## config.mk

```make
export PLATFORM = sky130hd
export DESIGN_NAME = load_store_unit
export DESIGN_NICKNAME = d
export VERILOG_FILES = /design/src/rtl/lsu_pkg.sv /design/src/rtl/lsu_lane_align.sv /design/src/rtl/load_store_unit.sv
export SDC_FILE = /design/constraint.sdc
export NUM_CORES = 1
export LEC_CHECK = 0
export CELL_PAD_IN_SITES_DETAIL_PLACEMENT = 1
export CELL_PAD_IN_SITES_GLOBAL_PLACEMENT = 1
export CORE_ASPECT_RATIO = 0.6
export CORE_MARGIN = 1
export CORE_UTILIZATION = 36
export DETAILED_ROUTE_END_ITERATION = 16
export GPL_TIMING_DRIVEN = 0
export PLACE_DENSITY_LB_ADDON = 0.08
export SLEW_MARGIN = 20
export SYNTH_ARGS = -nofsm -noshare
export SYNTH_HDL_FRONTEND = slang
export SYNTH_SLANG_ARGS = --single-unit
export TNS_END_PERCENT = 30
```

## constraint.sdc

```tcl
create_clock -name clk_i -period 3.01 [get_ports clk_i]
set_input_delay 0.602 -clock clk_i [delete_from_list [all_inputs] [get_ports clk_i]]
set_output_delay 0.602 -clock clk_i [all_outputs]
set_load 0.01 [all_outputs]
```

## src/rtl/lsu_pkg.sv

```systemverilog
// Shared types and constants for the load/store unit.
package lsu_pkg;

  localparam int unsigned LSU_TIMEOUT = 255;

  localparam logic [2:0] F3_B  = 3'b000;
  localparam logic [2:0] F3_H  = 3'b001;
  localparam logic [2:0] F3_W  = 3'b010;
  localparam logic [2:0] F3_BU = 3'b100;
  localparam logic [2:0] F3_HU = 3'b101;

  typedef enum logic [1:0] {
    IDLE = 2'd0,
    REQ  = 2'd1,
    WAIT = 2'd2,
    DONE = 2'd3
  } lsu_state_e;

  typedef struct packed {
    logic        we;
    logic [2:0]  funct3;
    logic [31:0] addr;
    logic [31:0] wdata;
  } lsu_req_t;

  // Misaligned halfword/word, unsigned-size stores and reserved funct3 never reach memory.
  function automatic logic access_err(input logic we, input logic [2:0] funct3,
                                      input logic [1:0] addr_lo);
    logic bad;
    bad = 1'b0;
    case (funct3)
      F3_B:    bad = 1'b0;
      F3_BU:   bad = we;
      F3_H:    bad = addr_lo[0];
      F3_HU:   bad = we | addr_lo[0];
      F3_W:    bad = |addr_lo;
      default: bad = 1'b1;
    endcase
    return bad;
  endfunction

endpackage

```

## src/rtl/lsu_lane_align.sv

```systemverilog
// Byte-lane steering: store byte enables and replicated data, load shift-to-bit-0 and mask.
module lsu_lane_align
  import lsu_pkg::*;
(
  input  logic [2:0]  funct3,
  input  logic [1:0]  addr_lo,
  input  logic [31:0] wdata,
  input  logic [31:0] rword,
  output logic [3:0]  be_c,
  output logic [31:0] wrep_c,
  output logic [31:0] rshift_c
);

  logic [31:0] shifted;

  assign shifted = rword >> {addr_lo, 3'b000};

  always_comb begin
    be_c     = 4'b0000;
    wrep_c   = wdata;
    rshift_c = 32'h0;
    case (funct3)
      F3_B, F3_BU: begin
        be_c     = 4'b0001 << addr_lo;
        wrep_c   = {4{wdata[7:0]}};
        rshift_c = {24'h0, shifted[7:0]};
      end
      F3_H, F3_HU: begin
        be_c     = addr_lo[1] ? 4'b1100 : 4'b0011;
        wrep_c   = {2{wdata[15:0]}};
        rshift_c = {16'h0, shifted[15:0]};
      end
      F3_W: begin
        be_c     = 4'b1111;
        rshift_c = shifted;
      end
      default: ;
    endcase
  end

endmodule

```

## src/rtl/load_store_unit.sv

```systemverilog
// Sequential load/store unit: captures one request, runs the memory req/gnt/rvalid
// handshake with a timeout, and returns lane-aligned load data with an error flag.
module load_store_unit
  import lsu_pkg::*;
#(
  parameter int unsigned TIMEOUT = LSU_TIMEOUT
) (
  input  logic        clk_i,
  input  logic        rst_ni,
  input  logic        req_valid_i,
  input  logic        req_we_i,
  input  logic [2:0]  req_funct3_i,
  input  logic [31:0] req_addr_i,
  input  logic [31:0] req_wdata_i,
  output logic        stall_o,
  output logic        rsp_valid_o,
  output logic [31:0] rsp_rdata_o,
  output logic        rsp_err_o,
  output logic        mem_req_o,
  output logic        mem_we_o,
  output logic [31:0] mem_addr_o,
  output logic [3:0]  mem_be_o,
  output logic [31:0] mem_wdata_o,
  input  logic        mem_gnt_i,
  input  logic        mem_rvalid_i,
  input  logic [31:0] mem_rdata_i
);

  localparam int unsigned CW = $clog2(TIMEOUT + 1);

  lsu_state_e    state_q, state_d;
  lsu_req_t      req_q;
  logic [CW-1:0] cnt_q;
  logic          err_q;
  logic [31:0]   rdata_q;

  logic          capture, req_bad, timeout_hit, load_rdata, last_cycle;
  logic          in_req, in_done;
  logic [3:0]    be_c;
  logic [31:0]   wrep_c, rshift_c;

  assign req_bad    = access_err(req_we_i, req_funct3_i, req_addr_i[1:0]);
  assign last_cycle = (cnt_q == CW'(TIMEOUT - 1));
  assign in_req     = (state_q == REQ);
  assign in_done    = (state_q == DONE);

  lsu_lane_align u_align (
    .funct3   (req_q.funct3),
    .addr_lo  (req_q.addr[1:0]),
    .wdata    (req_q.wdata),
    .rword    (mem_rdata_i),
    .be_c     (be_c),
    .wrep_c   (wrep_c),
    .rshift_c (rshift_c)
  );

  always_ff @(posedge clk_i or negedge rst_ni) begin
    if (!rst_ni) state_q <= IDLE;
    else         state_q <= state_d;
  end

  // Next state and handshake strobes; timeout wins over a grant on the last allowed cycle.
  always_comb begin
    state_d     = state_q;
    capture     = 1'b0;
    timeout_hit = 1'b0;
    load_rdata  = 1'b0;
    stall_o     = 1'b0;
    unique case (state_q)
      IDLE: begin
        if (req_valid_i) begin
          stall_o = 1'b1;
          capture = 1'b1;
          state_d = req_bad ? DONE : REQ;
        end
      end
      REQ: begin
        stall_o = 1'b1;
        if (last_cycle) begin
          timeout_hit = 1'b1;
          state_d     = DONE;
        end else if (mem_gnt_i) begin
          state_d = WAIT;
        end
      end
      WAIT: begin
        stall_o = 1'b1;
        if (mem_rvalid_i) begin
          load_rdata = ~req_q.we;
          state_d    = DONE;
        end else if (last_cycle) begin
          timeout_hit = 1'b1;
          state_d     = DONE;
        end
      end
      DONE:    state_d = IDLE;
      default: state_d = IDLE;
    endcase
  end

  // Request capture, timeout counter and response registers.
  always_ff @(posedge clk_i or negedge rst_ni) begin
    if (!rst_ni) begin
      req_q   <= '0;
      cnt_q   <= '0;
      err_q   <= 1'b0;
      rdata_q <= 32'h0;
    end else begin
      if (capture) begin
        req_q   <= '{we: req_we_i, funct3: req_funct3_i, addr: req_addr_i, wdata: req_wdata_i};
        err_q   <= req_bad;
        rdata_q <= 32'h0;
        cnt_q   <= '0;
      end else if (state_q == REQ || state_q == WAIT) begin
        cnt_q <= cnt_q + CW'(1);
      end
      if (timeout_hit) err_q   <= 1'b1;
      if (load_rdata)  rdata_q <= rshift_c;
    end
  end

  // Memory fields are only driven while requesting, so they read zero elsewhere and in reset.
  assign mem_req_o   = in_req;
  assign mem_we_o    = in_req & req_q.we;
  assign mem_addr_o  = in_req ? {req_q.addr[31:2], 2'b00} : 32'h0;
  assign mem_be_o    = in_req ? be_c : 4'b0000;
  assign mem_wdata_o = in_req ? wrep_c : 32'h0;

  assign rsp_valid_o = in_done;
  assign rsp_err_o   = in_done & err_q;
  assign rsp_rdata_o = in_done ? rdata_q : 32'h0;

endmodule
```

==> results.cfg <==
[final_layout]
nets = 1017
diodes = 0
final_common_cell = nand2_1
finalNonFillerCells = 1112
drive_above_1_share = 0.0539
area_growth_pct = 45.8
final_cell_mix = nand2_1 (245), clkdlybuf4s50_1 (206), dfrtp_1 (111)
final_area_sq_um = 8630

[cts]
cts_sinks = 111
clkTransAtPathRegs_ns = 0.07
cts.path.max_buffers = 2
cts_root_buf = clkbuf_16
cts_buffers = 9
clk_latency_ns = 0.36
hold_buffers = 0
cts_tree = built
htree_levels = 3

[sta]
fmax_mhz = 337
period_share = 0.984
finalSetupViolations = 0
grt_setup_unrepaired = yes
worst_slack_ns = 0.0467
slew_headroom = 0.483
hold_viol = 0
finalClockSkew_ns = 0.00819
worst_pin_slew_ns = 0.776
slew_violations = 0
timing.final.crit_period_ns = 2.96

[global_route]
grt_overflow = 0
first_global_vias = 6062
antenna_found_initial = 0
grt_pass1_wl_mm = 33.9
grt_max_degree = 68
grt_use_total = 0.263

[die]
dieWidth_microns = 168
floorplan.rows = 35
io-pin-count = 210
core_sq_um = 15700
start_util = 0.377
fp.dieH_microns = 101
die-area_sq_um = 17000

[pwr]
p_leak_uw = 0.00393
total_power_uw = 7650
peakVddDrop_mv = 0.317
power.density_nw_per_um2 = 886

[worst_setup_path]
reg2reg_to = req_q[5]$_DFFE_PN0P_
rr_worst_depth = 7
reg2reg_slack_ns = 1.05
endpoint_kind = primary output
endpoint = rsp_rdata_o[7]
cp_data_arrival_time_ns = 2.36
cp.required_ns = 2.41
path_max_fanout = 10
startpoint = state_q[1]$_DFFE_PN0P_
startpoint_type = flop
crit_type = flop to primary output
rr_startpoint = state_q[0]$_DFFE_PN0P_

[yosys]
synth_cells = 685
synth_seq_cells = 111
syn_area_per_cell_sq_um = 8.65
yosysUniqueCellTypes = 43
yosysSeqAreaShare = 0.469
syn_area_sq_um = 5920
synth_warnings = 0

[detailed_routing]
viasPerCell = 5.06
avgRoutedWirePerCell_microns = 19.6
routed_wl_mm = 21.7
drtIter0Drc = 400
drc = 0
drt_first_pass_iters = 4
vias = 5624
drtAntennaViolNets = 0

[status]
status = finished, final reports clean

[hold_path]
hold_path.class = input pin to asynchronous set/reset pin

[placement]
placed_area_sq_um = 8280
placed_cells = 1097
hpwl_mm = 17.2
port-buffer-count = 207
place.gp.congestion = 0.901
pre_cts_ws_ns = -0.421

[flow_run]
cap_violations = 0
==> Yosys cell counts (all sizes together) <==
master / n / share of area
nand3b: 1 / 0.0034
nand3: 3 / 0.0034
nor3: 1 / 0.00084
nand4: 3 / 0.0032
nor2: 14 / 0.0089
clkbuf: 23 / 0.015
a211oi: 1 / 0.0013
inv: 7 / 0.0044
mux2i: 34 / 0.057
a221oi: 1 / 0.0015
nor2b: 19 / 0.020
nor3b: 1 / 0.0013
buf: 25 / 0.026
o21a: 2 / 0.0025
and2: 82 / 0.087
nor4: 2 / 0.0046
nand2: 245 / 0.16
a21boi: 8 / 0.010
a21oi: 7 / 0.0066
a22o: 16 / 0.024
dfrtp: 111 / 0.47
o21ai: 35 / 0.030
xor2: 4 / 0.0059
a32oi: 1 / 0.0015
o211ai: 2 / 0.0025
a32o: 8 / 0.014
and3: 2 / 0.0021
and2b: 3 / 0.0038
a211o: 8 / 0.012
a31oi: 1 / 0.0011
xnor2: 2 / 0.0030
nand2b: 2 / 0.0021
or3: 2 / 0.0021
ha: 7 / 0.015
o22ai: 1 / 0.0011
conb: 1 / 0.00063
==> logic make-up after synthesis <==
family                     Yosys count  share of synthesized area
AOI/OAI and AO/OA                   91                      0.107
xor gates and xnor gates             6                    0.00887
adders and majority gates            7                     0.0148
buffers and inverters               55                     0.0448
DFF                                111                      0.469
muxes                               34                     0.0575
other                                1                   0.000633
and+or+nand+nor                    380                      0.298
==> state kept, by name (all words and copies together), names as in the netlist <==
| signal | cells |
|---|---|
| cnt_q | 8 |
| err_q | 1 |
| rdata_q | 32 |
| req_q | 68 |
| state_q | 2 |
==> through the flow <==
step           hold slack, ns   util  setup TNS, ns
6_report                0.160  0.549              0
5_1_grt                 0.191  0.549         -0.773
4_1_cts                 0.183  0.548              0
3_5_place_dp            0.459  0.527          -1.51
3_3_place_gp            0.451  0.525        -327.96
2_1_floorplan           0.306      -              0
==> worst min-delay path by stage <==
stage | cells past startpoint | startpoint | end | slack (ns)
3_5_place_dp | 2 | req_q[59]$_DFFE_PN0P_ | req_q[59]$_DFFE_PN0P_ | 0.46
2_1_floorplan | 0 | rst_ni | cnt_q[0]$_DFFE_PN0P_ | 0.31
4_1_cts | 1 | rst_ni | req_q[62]$_DFFE_PN0P_ | 0.18
6_report | 1 | rst_ni | req_q[62]$_DFFE_PN0P_ | 0.16
3_3_place_gp | 2 | req_q[49]$_DFFE_PN0P_ | req_q[49]$_DFFE_PN0P_ | 0.45
5_1_grt | 1 | rst_ni | req_q[62]$_DFFE_PN0P_ | 0.19
==> cell type report <==
cell class	count	area (sq um)
fillers	1807	7090
multi-input cells	520	2910
flip-flops and latches	111	2780
repair buffers	209	2110
plain buffers	47	258
well taps	203	254
clock buffers	10	239
clock inverters	5	65.1
inverters	7	26.3
==> per-layer routing <==
layer,vias to the layer above,routed length (microns),global-route usage
met2,162,9500,0.401
met4,0,233,0.0586
met1,2791,10600,0.385
met3,16,1450,0.0535
met5,-,0,0
li1,2655,-,-
==> report_power, final <==
part           switching, uW  leakage [uW]  internal [uW]
clock                    587      0.000150            674
combinational           2130       0.00235           1730
sequential               445       0.00143           2080
total                   3160       0.00393           4490
==> worst max-delay path, stage by stage (launching register included) <==
cell,delay (ns)
dfrtp_1,0.42
ha_1,0.34
buf_1,0.48
and2_1,0.23
clkdlybuf4s50_1,0.54
==> timing repair <==
action	4_1_cts	5_1_grt
setup buffers	0	1
hold endpoints to repair	0	0
setup endpoints to repair	69	38
resized for setup	14	5
Note: power is estimated with default switching activity, not from simulation.
